### src/rtl/tetris_pkg.sv
// Shared board geometry, clear-engine state encoding and small helpers
// used by the row-clear logic.
package tetris_pkg;

  localparam int BOARD_ROWS = 20;
  localparam int BOARD_COLS = 10;
  localparam logic [BOARD_COLS-1:0] FULL_ROW = '1;

  typedef enum logic [2:0] {
    ST_IDLE,
    ST_SCAN,
    ST_FILL,
    ST_REPORT,
    ST_HOLD,
    ST_UPDATE
  } clear_state_t;

  // The scoring interface only carries 3 bits of cleared-row count.
  function automatic logic [2:0] sat7(input logic [4:0] n);
    return (n > 5'd7) ? 3'd7 : n[2:0];
  endfunction

endpackage

### src/rtl/line_level_tracker.sv
// Running line total (saturating at 999) and the level derived from it;
// both load only on the update strobe.
module line_level_tracker #(
  parameter int LINES_PER_LEVEL = 10,
  parameter int MAX_LEVEL       = 29
) (
  input  logic       clk_in,
  input  logic       rst_in,
  input  logic       update_in,
  input  logic [4:0] count_in,
  output logic [9:0] lines_out,
  output logic [4:0] level_out
);
  import tetris_pkg::*;

  logic [9:0]  lines_q, lines_d;
  logic [4:0]  level_q, level_d;
  logic [10:0] sum;
  logic [9:0]  lines_new;
  logic [9:0]  level_calc;

  always_comb begin
    sum        = {1'b0, lines_q} + {6'd0, count_in};
    lines_new  = (sum > 11'd999) ? 10'd999 : sum[9:0];
    level_calc = 10'd1 + lines_new / 10'(LINES_PER_LEVEL);
    lines_d    = lines_q;
    level_d    = level_q;
    if (update_in) begin
      lines_d = lines_new;
      level_d = (level_calc > 10'(MAX_LEVEL)) ? 5'(MAX_LEVEL) : level_calc[4:0];
    end
  end

  always_ff @(posedge clk_in) begin
    if (rst_in) begin
      lines_q <= 10'd0;
      level_q <= 5'd1;
    end else begin
      lines_q <= lines_d;
      level_q <= level_d;
    end
  end

  assign lines_out = lines_q;
  assign level_out = level_q;

endmodule

### src/rtl/line_clear.sv
// Row-clear engine: bottom-up scan that compacts non-full rows in place,
// zero-fills the freed top rows, then reports the count to scoring.
module line_clear #(
  parameter int BOARD_ROWS      = tetris_pkg::BOARD_ROWS,
  parameter int BOARD_COLS      = tetris_pkg::BOARD_COLS,
  parameter int LINES_PER_LEVEL = 10,
  parameter int MAX_LEVEL       = 29
) (
  input  logic                  clk_in,
  input  logic                  rst_in,
  input  logic                  lock_in,
  output logic [4:0]            rd_addr_out,
  input  logic [BOARD_COLS-1:0] rd_data_in,
  output logic                  wr_en_out,
  output logic [4:0]            wr_addr_out,
  output logic [BOARD_COLS-1:0] wr_data_out,
  output logic                  busy_out,
  output logic                  score_start_out,
  output logic [2:0]            rows_cleared_out,
  output logic [4:0]            level_out,
  output logic [9:0]            lines_out
);
  import tetris_pkg::*;

  localparam logic [4:0] LAST_ROW = 5'(BOARD_ROWS - 1);
  localparam logic [4:0] ROWS_W   = 5'(BOARD_ROWS);
  localparam logic [4:0] SCAN_END = 5'(BOARD_ROWS + 1);

  clear_state_t          state_q, state_d;
  logic [4:0]            scan_cnt_q, scan_cnt_d;
  logic [4:0]            count_q, count_d;
  logic [4:0]            wp_q, wp_d;
  logic [4:0]            fill_left_q, fill_left_d;
  logic [1:0]            hold_cnt_q, hold_cnt_d;
  logic [4:0]            rd_addr_q, rd_addr_d;
  logic                  wr_en_q, wr_en_d;
  logic [4:0]            wr_addr_q, wr_addr_d;
  logic [BOARD_COLS-1:0] wr_data_q, wr_data_d;
  logic                  busy_q, busy_d;
  logic                  score_start_q, score_start_d;
  logic [2:0]            rows_cleared_q, rows_cleared_d;
  logic                  update_strobe;

  always_comb begin
    state_d        = state_q;
    scan_cnt_d     = scan_cnt_q;
    count_d        = count_q;
    wp_d           = wp_q;
    fill_left_d    = fill_left_q;
    hold_cnt_d     = hold_cnt_q;
    rd_addr_d      = rd_addr_q;
    wr_en_d        = 1'b0;
    wr_addr_d      = wr_addr_q;
    wr_data_d      = wr_data_q;
    busy_d         = busy_q;
    score_start_d  = 1'b0;
    rows_cleared_d = rows_cleared_q;
    case (state_q)
      ST_IDLE: begin
        if (lock_in) begin
          state_d    = ST_SCAN;
          busy_d     = 1'b1;
          rd_addr_d  = LAST_ROW;
          wp_d       = LAST_ROW;
          count_d    = 5'd0;
          scan_cnt_d = 5'd0;
        end
      end
      ST_SCAN: begin
        // scan_cnt k issues read k and consumes the row read at k-1
        scan_cnt_d = scan_cnt_q + 5'd1;
        if (scan_cnt_q < LAST_ROW) rd_addr_d = rd_addr_q - 5'd1;
        if (scan_cnt_q != 5'd0 && scan_cnt_q <= ROWS_W) begin
          if (&rd_data_in) begin
            count_d = count_q + 5'd1;
          end else begin
            wr_en_d   = 1'b1;
            wr_addr_d = wp_q;
            wr_data_d = rd_data_in;
            wp_d      = wp_q - 5'd1;
          end
        end
        if (scan_cnt_q == SCAN_END) begin
          if (count_q != 5'd0) begin
            state_d     = ST_FILL;
            wr_en_d     = 1'b1;
            wr_addr_d   = wp_q;
            wr_data_d   = '0;
            wp_d        = wp_q - 5'd1;
            fill_left_d = count_q - 5'd1;
          end else begin
            state_d        = ST_REPORT;
            score_start_d  = 1'b1;
            rows_cleared_d = sat7(count_q);
          end
        end
      end
      ST_FILL: begin
        if (fill_left_q != 5'd0) begin
          wr_en_d     = 1'b1;
          wr_addr_d   = wp_q;
          wr_data_d   = '0;
          wp_d        = wp_q - 5'd1;
          fill_left_d = fill_left_q - 5'd1;
        end else begin
          state_d        = ST_REPORT;
          score_start_d  = 1'b1;
          rows_cleared_d = sat7(count_q);
        end
      end
      ST_REPORT: begin
        state_d    = ST_HOLD;
        hold_cnt_d = 2'd0;
      end
      ST_HOLD: begin
        if (hold_cnt_q == 2'd2) state_d = ST_UPDATE;
        else hold_cnt_d = hold_cnt_q + 2'd1;
      end
      ST_UPDATE: begin
        state_d = ST_IDLE;
        busy_d  = 1'b0;
      end
      default: state_d = ST_IDLE;
    endcase
  end

  always_ff @(posedge clk_in) begin
    if (rst_in) begin
      state_q        <= ST_IDLE;
      scan_cnt_q     <= 5'd0;
      count_q        <= 5'd0;
      wp_q           <= LAST_ROW;
      fill_left_q    <= 5'd0;
      hold_cnt_q     <= 2'd0;
      rd_addr_q      <= LAST_ROW;
      wr_en_q        <= 1'b0;
      wr_addr_q      <= LAST_ROW;
      wr_data_q      <= '0;
      busy_q         <= 1'b0;
      score_start_q  <= 1'b0;
      rows_cleared_q <= 3'd0;
    end else begin
      state_q        <= state_d;
      scan_cnt_q     <= scan_cnt_d;
      count_q        <= count_d;
      wp_q           <= wp_d;
      fill_left_q    <= fill_left_d;
      hold_cnt_q     <= hold_cnt_d;
      rd_addr_q      <= rd_addr_d;
      wr_en_q        <= wr_en_d;
      wr_addr_q      <= wr_addr_d;
      wr_data_q      <= wr_data_d;
      busy_q         <= busy_d;
      score_start_q  <= score_start_d;
      rows_cleared_q <= rows_cleared_d;
    end
  end

  assign update_strobe = (state_q == ST_UPDATE);

  line_level_tracker #(
    .LINES_PER_LEVEL(LINES_PER_LEVEL),
    .MAX_LEVEL      (MAX_LEVEL)
  ) u_tracker (
    .clk_in   (clk_in),
    .rst_in   (rst_in),
    .update_in(update_strobe),
    .count_in (count_q),
    .lines_out(lines_out),
    .level_out(level_out)
  );

  assign rd_addr_out      = rd_addr_q;
  assign wr_en_out        = wr_en_q;
  assign wr_addr_out      = wr_addr_q;
  assign wr_data_out      = wr_data_q;
  assign busy_out         = busy_q;
  assign score_start_out  = score_start_q;
  assign rows_cleared_out = rows_cleared_q;

endmodule

### config.mk
export PLATFORM = sky130hd
export DESIGN_NAME = line_clear
export DESIGN_NICKNAME = d
export VERILOG_FILES = /design/src/rtl/tetris_pkg.sv /design/src/rtl/line_level_tracker.sv /design/src/rtl/line_clear.sv
export SDC_FILE = /design/constraint.sdc
export NUM_CORES = 1
export LEC_CHECK = 0
export BUFFER_PORTS_ARGS = -buffer_cell sky130_fd_sc_hd__buf_4
export CAP_MARGIN = 20
export CORE_ASPECT_RATIO = 1.75
export CORE_MARGIN = 5
export CORE_UTILIZATION = 65
export DETAILED_ROUTE_END_ITERATION = 8
export PLACE_DENSITY = 0.87
export SLEW_MARGIN = 20
export SYNTH_ARGS = -nofsm -noshare
export SYNTH_HDL_FRONTEND = slang
export SYNTH_HIERARCHICAL = 1
export SYNTH_SLANG_ARGS = --single-unit
### constraint.sdc
create_clock -name clk_in -period 7.6 [get_ports clk_in]
set_input_delay 2.28 -clock clk_in [delete_from_list [all_inputs] [get_ports clk_in]]
set_output_delay 2.28 -clock clk_in [all_outputs]
set_load 0.05 [all_outputs]
==> flow_summary.yaml, run 1 <==
finish:
  final_nets: 683
  utilization: 0.740
  drive_above_1_share: 0.216
  final.fill_count: 608
  area.growth.synth_to_final_pct: 12.9
  n_antenna_cell: 0
yosys:
  yosysTopAreaCellShare: 0.257
  seq_area_frac_synth: 0.257
  yosysTopAreaCell: "dfxtp_1"
  yosys_warnings: 6
  yosysUniqueCellTypes: 107
  synth-edff-count: 0
  syn_area_per_cell_um2: 8.34
  syn_inst: 617
  ys_ff_latch: 66
  netlist_area_mm2: 0.00515
  synth-async-reset-ratio: 0
  synth_nets: 647
  synth_area_leaders: "dfxtp_1, nor2_1, ha_1"
  ys.flop_type: "dfxtp_1"
routing:
  drc: 0
  vias_per_cell: 6.85
  avgRoutedWirePerCell_um: 20.8
  vias: 5122
  drt_iter0_markers: 383
  totalWireLength_um: 15500
  dr.pass1.iters: 6
  antenna_left: 0
placement:
  gp_congestion: 0.969
  place_ws_ns: 2.01
  port_buffers: 53
  dp.final_hpwl_um: 11700
grt:
  antenna_found_initial: 0
  grt_pass1_vias: 5135
  grt_usage: 0.316
  grt_pass1_wl_um: 25300
  grt_max_degree: 52
  globalRouteOverflowTotal: 0
clock_network:
  clockRootBuffer: "clkbuf_16"
  clkLatencyLatePin_ns: 0.33
  cts_buffers: 9
  max-clock-path-buffers: 2
  tritoncts: "done"
  hold_buffers: 0
  cts_setup_buffers: 0
  path_clk_slew_ns: 0.06
  htreeDepth: 3
  ctsResizeCount: 0
  cts_sinks: 66
pwr:
  power_density_mw_per_mm2: 159
  power_switching_uw: 224
  power.total_uw: 924
  p_int_uw: 700
  swShare: 0.242
  clkPwrFrac: 0.531
  vdd_drop_max_mv: 0.157
  combPwrFrac: 0.080
  pwr-share-seq: 0.388
  p_leak_uw: 0.00214
sta:
  hold_viol: 0
  relSlewSlack: 0.324
  setup_viol: 0
  clock_skew_ns: 0.00750
  finalWorstSetupSlack_ns: 1.90
  finalSetupTns_ns: 0
  rsz0062_at_grt: "false"
  final_max_slew_viol_count: 0
  period_needed_ns: 5.70
  max_freq_ghz: 0.175
  fin_crit_sh: 0.750
  worst_pin_slew_ns: 1.01
floorplan:
  dieWidth_um: 77.3
  die_height_um: 128
  start_util: 0.655
  dieArea_mm2: 0.00987
  boundaryPins: 54
  num_rows: 43
  core_mm2: 0.00786
worst_setup_path:
  startpoint: "count_q[4]"
  critPathKind: "flip-flop to flip-flop"
  reg2reg_from: "count_q[4]"
  critPathCaptureType: "flip-flop"
  rr_worst_depth: 19
  crit_fanout: 9
  rrSetupSlack_ns: 1.90
  start_kind: "flip-flop"
  critPathRequiredTime_ns: 7.82
  cp.arrival_ns: 5.92
  r2r-end: "u_tracker/level_out[1]"
worst_hold_path:
  worstHoldEndpoint: "hold_cnt_q[0]"
  whs_path_depth: 1
  hp-start: "hold_cnt_q[0]"
  hp-class: "flip-flop to flip-flop"
status:
  outcome: "complete, no violations"
flow_run:
  maxCapViolations: 0
kinds of logic (layout without fill, tap and decap cells):
logic type,count (synthesis),count (layout),share of synthesized area
flops,66,66,0.257
buf+inv,59,100,0.0642
fa+ha+maj,19,19,0.0467
xor+xnor,12,12,0.0233
mux,13,13,0.0262
compound gates,213,213,0.334
simple gates,235,235,0.249
final cells by class:
| cell class | instances | area [um2] | area share |
|---|---|---|---|
| Multi-Input combinational cell | 492 | 3500 | 0.602 |
| Sequential cell | 66 | 1320 | 0.227 |
| Timing Repair Buffer | 57 | 428 | 0.0736 |
| Clock buffer | 9 | 225 | 0.0388 |
| Clock inverter | 7 | 125 | 0.0215 |
| Tap cell | 90 | 113 | 0.0194 |
| Inverter | 27 | 101 | 0.0174 |
through the flow:
stage                     area (um2)  hold WS (ns)  instances
after floorplan                 5150         0.430        617
after global placement          5460         0.442        732
after detailed placement        5460         0.458        732
after CTS                       5810         0.466        748
after global routing            5810         0.494        748
final                           5810         0.465        748
flip-flops by register name, indices dropped and copies added, names as in the netlist, 3 cells and up:
register / flops
u_tracker/lines_out: 10
wr_data_out: 10
count_q: 5
fill_left_q: 5
rd_addr_out: 5
scan_cnt_q: 5
u_tracker/level_out: 5
wp_q: 5
wr_addr_out: 5
rows_cleared_out: 3
state_q: 3
Yosys cell counts (12+ instances only):
library cell  instances
a211oi_1             19
clkbuf_1             12
nand2_1              49
nand3_1              19
inv_1                27
a21oi_1              37
nor3_1               18
o21ai_0              22
dfxtp_1              66
ha_1                 16
nor2_1               64
nand4_1              12
how the worst max path moves through the flow:
stage / endpoint / slack, ns / cells after the start
3_3_place_gp: u_tracker/level_out[1] / 2.17 / 19
2_1_floorplan: u_tracker/level_out[1] / 2.38 / 22
6_report: u_tracker/level_out[1] / 1.90 / 19
5_1_grt: u_tracker/level_out[0] / 1.46 / 21
4_1_cts: u_tracker/level_out[1] / 1.99 / 19
3_5_place_dp: u_tracker/level_out[1] / 2.01 / 19
placed cells by master (no fill, tap or decap), types with 8 or more instances in the layout:
cell       instances
a21oi_1           37
mux2i_1           11
dfxtp_1           66
nand2_1           49
nor3_1            18
nand3_1           19
nor2_1            64
o21ai_0           22
ha_1              16
and3_1             8
o211ai_1          11
clkbuf_16          9
a211oi_1          19
nand4_1           12
buf_4             57
inv_1             27
xnor2_1            9
routing by layer:
layer | track usage | routed length, um | vias up
li1 | - | - | 2426
met1 | 0.304 | 5430 | 2428
met2 | 0.609 | 8550 | 206
met3 | 0.0394 | 603 | 62
met4 | 0.209 | 941 | 0
met5 | 0 | 0 | -
power groups by stage:
stage | sequential [uW] | combinational [uW] | clock, uW
after floorplan | 376 | 41.4 | 0
after global placement | 366 | 71.3 | 0
after detailed placement | 366 | 73.3 | 0
after CTS | 359 | 74.2 | 491
after global routing | 359 | 80.1 | 507
final | 359 | 74.4 | 491
worst max-delay path: stages, from the launching register on:
cell and delay (ns):
dfxtp_1 0.50, ha_1 0.38, a21oi_2 0.23, o211a_1 0.33, o32a_1 0.55, xnor3_2 0.49, o22ai_1 0.32, o31ai_4 0.20
o211ai_1 0.14, a2bb2oi_1 0.28, and2_2 0.23, a21oi_1 0.09, nand2b_1 0.18, ha_1 0.23, inv_1 0.13, nand3_1 0.11
or3b_1 0.39, nor4_1 0.27, a221oi_2 0.11, o41a_1 0.44
No activity file was read; power rests on OpenSTA's default activity.
==> run 2: changes to the inputs <==
--- a/config.mk
+++ b/config.mk
@@ -9,9 +9,9 @@
 export CAP_MARGIN = 20
 export CORE_ASPECT_RATIO = 1.75
 export CORE_MARGIN = 5
-export CORE_UTILIZATION = 65
+export CORE_UTILIZATION = 60
 export DETAILED_ROUTE_END_ITERATION = 8
-export PLACE_DENSITY = 0.87
+export PLACE_DENSITY = 0.81
 export SLEW_MARGIN = 20
 export SYNTH_ARGS = -nofsm -noshare
 export SYNTH_HDL_FRONTEND = slang
==> constraint.sdc (replaced) <==
create_clock -name clk_in -period 5.7 [get_ports clk_in]
set_input_delay 1.71 -clock clk_in [delete_from_list [all_inputs] [get_ports clk_in]]
set_output_delay 1.71 -clock clk_in [all_outputs]
set_load 0.05 [all_outputs]
==> run 2 against run 1 <==
  * Count of clock-buffer cells in the layout is the same
  * Maximum frequency is 5.0% higher
  * Critical endpoint unchanged
  * First-iteration DRC count rose by 1.3%
  * Sequential cell count stayed put
  * Final cell count increased by 4.7%
  * Largest cell class unchanged
  * Clock power increased by 34%
==> flow_summary.yaml, run 2 (synthesis gave the netlist of run 1 again) <==
finish:
  n_antenna_cell: 0
  area.growth.synth_to_final_pct: 17.1
  drive_above_1_share: 0.243
  final_nets: 693
  utilization: 0.721
  final.fill_count: 672
  mostFrequentLayoutCells: "dfxtp_1, buf_4, nor2_1"
sta:
  max_freq_ghz: 0.184
  final_max_slew_viol_count: 0
  clock_skew_ns: 0.00950
  finalSetupTns_ns: 0
  relSlewSlack: 0.366
  holdWs_ns: 0.456
  period_needed_ns: 5.43
  hold_viol: 0
  fin_crit_sh: 0.953
  worst_pin_slew_ns: 0.949
  setup_viol: 0
worst_setup_path:
  reg2reg_from: "count_q[3]"
  startpoint: "count_q[3]"
  cp_slowest_stage_delay_ns: 0.53
  cpMostUsedCell: "ha_1"
  crit_chain: "ha_1 -> nand3_2 -> o211a_1 -> o32a_2 -> xnor3_2 -> o22ai_2 -> o31ai_4 -> buf_4 -> o211ai_1 -> a2bb2oi_1 -> and2_2 -> a21oi_1 -> nand2b_1 -> ha_1 -> inv_1 -> nand3_1 -> or3b_1 -> nor4_2 -> a221oi_2 -> o41a_1"
  critPathKind: "flip-flop to flip-flop"
  start_kind: "flip-flop"
  crit_fanout: 11
  cp.arrival_ns: 5.65
  critPathRequiredTime_ns: 5.92
  critPathCaptureType: "flip-flop"
  crit_path_top_delay_cell: "o32a_2"
clock_network:
  hold_buffers: 0
  htreeDepth: 3
  path_clk_slew_ns: 0.06
  clockRootBuffer: "clkbuf_16"
  cts_sinks: 66
  max-clock-path-buffers: 2
  clkLatencyLatePin_ns: 0.34
  tritoncts: "done"
  cts_buffers: 9
floorplan:
  die_height_um: 133
  num_rows: 44
  dieWidth_um: 80.0
  dieArea_mm2: 0.0106
  boundaryPins: 54
  start_util: 0.615
  core_mm2: 0.00837
placement:
  gp_congestion: 0.962
  dp.final_hpwl_um: 11500
  port_buffers: 53
grt:
  grt_pass1_wl_um: 24700
  grt_usage: 0.291
  globalRouteOverflowTotal: 0
  grt_max_degree: 52
  antenna_found_initial: 0
  grt_pass1_vias: 5164
routing:
  avgRoutedWirePerCell_um: 20.1
  vias: 5279
  dr.pass1.iters: 5
  drc: 0
  antenna_left: 0
  vias_per_cell: 6.74
  totalWireLength_um: 15700
  drt_iter0_markers: 388
worst_hold_path:
  hp-class: "flip-flop to flip-flop"
  hp-start: "rows_cleared_out[0]"
pwr:
  vdd_drop_max_mv: 0.300
  p_leak_uw: 0.00221
  power_density_mw_per_mm2: 205
flow_run:
  maxCapViolations: 0
status:
  outcome: "complete, no violations"
==> run 2: report_power, final <==
part	internal, uW	switching [uW]	total, uW
sequential	470	8.64	478
clock	432	226	658
combinational	33.2	64.6	97.8
total	935	299	1230
==> run 2: worst max-delay path: cells and delay by family (launching register included) <==
family | cells | cell delay [ns]
AOI/OAI and AO/OA | 9 | 2.19
xor gates and xnor gates | 1 | 0.47
adders and majority gates | 2 | 0.70
buffers and inverters | 2 | 0.29
DFF | 1 | 0.42
and+or+nand+nor | 6 | 1.22
==> run 2: metrics by stage <==
stage | area [um2] | instances | power (uW) | worst slack [ns]
floorplan | 5150 | 617 | 556 | 0.480
global placement | 5500 | 758 | 583 | 0.167
detailed placement | 5500 | 758 | 585 | 0.0179
CTS | 5850 | 774 | 1240 | 0.00219
global route | 6030 | 783 | 1270 | -0.0248
finish | 6030 | 783 | 1230 | 0.269
==> run 2: final timing paths <==
kind | endpoint | slack (ns) | cells past startpoint
max reg2reg | u_tracker/level_out[1] | 0.27 | 20
min reg2reg | rows_cleared_out[0] | 0.46 | 2
min | rows_cleared_out[0] | 0.46 | 2
max | u_tracker/level_out[1] | 0.27 | 20
==> run 2: what timing repair did <==
action / in CTS / in global routing
gates resized for setup: 0 / 21
endpoints found under the setup margin: 0 / 4
buffers inserted: 0 / 8
==> run 2: final cells by class <==
type,instances,area (um2),area share
clock buffer,9,225,0.0374
clock inverter,7,125,0.0208
inverter,27,101,0.0168
multi-input combinational,493,3620,0.600
sequential,66,1320,0.219
tap,115,144,0.0239
timing repair buffer,66,495,0.0822
==> run 2: per-layer routing <==
layer	vias up	track usage	share of wire
li1	2437	-	-
met1	2488	0.282	0.34
met2	257	0.536	0.54
met3	97	0.0449	0.049
met4	0	0.209	0.076
met5	-	0	0
==> run 3: changes to the inputs <==
--- a/config.mk
+++ b/config.mk
@@ -9,11 +9,10 @@
 export CAP_MARGIN = 20
 export CORE_ASPECT_RATIO = 1.75
 export CORE_MARGIN = 5
-export CORE_UTILIZATION = 60
+export CORE_UTILIZATION = 59
 export DETAILED_ROUTE_END_ITERATION = 8
 export PLACE_DENSITY = 0.81
 export SLEW_MARGIN = 20
 export SYNTH_ARGS = -nofsm -noshare
 export SYNTH_HDL_FRONTEND = slang
-export SYNTH_HIERARCHICAL = 1
 export SYNTH_SLANG_ARGS = --single-unit
==> run 3 against run 2 <==
  * Worst setup slack improved by 0.34 ns
  * Sequential share of layout area rose by 3.5 points
  * Sequential power rose by 1%
  * Utilization fell by 2.9 points
  * Sequential cell count did not move
  * Synthesized cell count fell by 5.8%
  * Global-route usage fell by 3.3 points
  * Die area fell by 9.5%
  * Maximum frequency rose by 6.6%
  * Register-to-register slack improved by 0.34 ns
==> flow_summary.yaml, run 3 <==
placement:
  port_buffers: 53
  gp_congestion: 1.05
  dp.final_hpwl_um: 9500
  dp.cells: 693
pwr:
  power_density_mw_per_mm2: 218
  p_leak_uw: 0.00213
  vdd_drop_max_mv: 0.252
yosys:
  yosysMostFrequentCell: "nor2_1"
  netlist_area_mm2: 0.00453
  synth-async-reset-ratio: 0
  ys_ff_latch: 66
  seq_area_frac_synth: 0.292
  synth-edff-count: 0
  yosysUniqueCellTypes: 82
  synth_common_cells: "nor2_1, dfxtp_1, nand2_1"
  ys.flop_type: "dfxtp_1"
  syn_area_per_cell_um2: 7.80
  yosysTopAreaCellShare: 0.292
  synth_nets: 611
  yosysTopAreaCell: "dfxtp_1"
  yosys_warnings: 0
  synth_area_leaders: "dfxtp_1, nor2_1, ha_1"
  syn_inst: 581
worst_setup_path:
  rrSetupSlack_ns: 0.61
  critPathCaptureType: "flip-flop"
  critPathRequiredTime_ns: 5.92
  startpoint: "count_q[0]"
  start_kind: "flip-flop"
  reg2reg_from: "count_q[0]"
  crit_fanout: 7
  rr_worst_depth: 18
  critPathKind: "flip-flop to flip-flop"
  r2r-end: "u_tracker.level_out[1]"
  cp.arrival_ns: 5.31
floorplan:
  num_rows: 42
  core_mm2: 0.00751
  boundaryPins: 54
  dieArea_mm2: 0.00960
  die_height_um: 126
  dieWidth_um: 76.2
  start_util: 0.603
clock_network:
  tritoncts: "done"
  hold_buffers: 0
  max-clock-path-buffers: 2
  htreeDepth: 3
  ctsResizeCount: 0
  clkLatencyLatePin_ns: 0.33
  cts_buffers: 9
  path_clk_slew_ns: 0.05
  clockRootBuffer: "clkbuf_16"
  cts_sinks: 66
  cts_setup_buffers: 0
sta:
  worst_pin_slew_ns: 0.884
  clock_skew_ns: 0.00641
  holdWs_ns: 0.454
  relSlewSlack: 0.411
  setup_viol: 0
  period_needed_ns: 5.09
  fin_crit_sh: 0.894
  final_max_slew_viol_count: 0
  rsz0062_at_grt: "false"
  finalSetupTns_ns: 0
  max_freq_ghz: 0.196
  hold_viol: 0
status:
  outcome: "complete, no violations"
routing:
  vias_per_cell: 6.32
  drt_iter0_markers: 269
  vias: 4480
  antenna_left: 0
  avgRoutedWirePerCell_um: 17.5
  drc: 0
  dr.pass1.iters: 5
  totalWireLength_um: 12400
finish:
  final_nets: 646
  area.growth.synth_to_final_pct: 14.8
  final_common_cell: "nor2_1"
  mostFrequentLayoutCells: "nor2_1, dfxtp_1, buf_4"
  fin_cells: 709
  final.fill_count: 655
  drive_above_1_share: 0.172
  n_antenna_cell: 0
worst_hold_path:
  hp-start: "wr_addr_out[3]"
  whs_path_depth: 2
  worstHoldEndpoint: "wr_addr_out[3]"
  hp-class: "flip-flop to flip-flop"
grt:
  grt_max_degree: 52
  globalRouteOverflowTotal: 0
  grt_usage: 0.258
  antenna_found_initial: 0
  grt_pass1_vias: 4413
  grt_pass1_wl_um: 20600
flow_run:
  maxCapViolations: 0
[run 3: worst max-delay path by stage]
stage	endpoint	cells after the start
2_1_floorplan	u_tracker.level_out[1]	18
3_3_place_gp	u_tracker.level_out[1]	18
3_5_place_dp	u_tracker.level_out[1]	18
4_1_cts	u_tracker.level_out[1]	18
5_1_grt	u_tracker.level_out[1]	18
6_report	u_tracker.level_out[1]	18
[run 3: where the power goes]
part	switching [uW]	internal, uW	leakage [uW]
sequential	9.82	473	0.000534
clock	193	348	0.000149
combinational	70.7	37.1	0.00145
total	274	859	0.00213
[run 3: stage by stage]
step / utilization / cell area, um2 / worst slack, ns / power (uW)
after floorplan: - / 4530 / 0.917 / 566
after detailed placement: 0.653 / 4900 / 0.695 / 600
after CTS: 0.692 / 5200 / 0.668 / 1140
final: 0.692 / 5200 / 0.606 / 1130
after global placement: 0.653 / 4900 / 0.840 / 597
after global routing: 0.692 / 5200 / 0.250 / 1180
[run 3: critical path, cell delays in order, from the launching register on]
cell	delay [ns]
dfxtp_1	0.36
ha_1	0.25
fa_1	0.51
a21oi_4	0.22
a2bb2oi_4	0.29
mux2i_1	0.52
a21oi_1	0.14
a211oi_2	0.21
a21o_1	0.18
and2_1	0.26
a221oi_1	0.11
or4_1	0.53
o211ai_2	0.17
inv_1	0.08
ha_1	0.18
nor4b_1	0.41
a41o_1	0.24
a31oi_1	0.05
a32o_1	0.27
[run 3: area by class of cell]
| type | count | area, um2 | area share |
|---|---|---|---|
| flip-flops and latches | 66 | 1320 | 0.254 |
| clock buffers | 11 | 243 | 0.0467 |
| inverters | 19 | 71.3 | 0.0137 |
| well taps | 88 | 110 | 0.0212 |
| repair buffers | 55 | 413 | 0.0794 |
| multi-input cells | 465 | 2990 | 0.575 |
| clock inverters | 5 | 53.8 | 0.0103 |
[run 3: cells by family after synthesis]
kind of cell             count (synthesis)  synth area share
multiplexers                            18            0.0439
XOR/XNOR                                23            0.0503
AND/OR/NAND/NOR                        260             0.278
adder cells (fa/ha/maj)                 18            0.0511
AO/OA/AOI/OAI                          146             0.236
buffers and inverters                   50            0.0486
flip-flops                              66             0.292
[run 3: layer usage]
metal	routed length [um]	vias to the layer above	track usage
met5	0	-	0
met4	719	0	0.170
met3	492	55	0.0407
met2	6710	159	0.481
met1	4500	2102	0.257
li1	-	2164	-
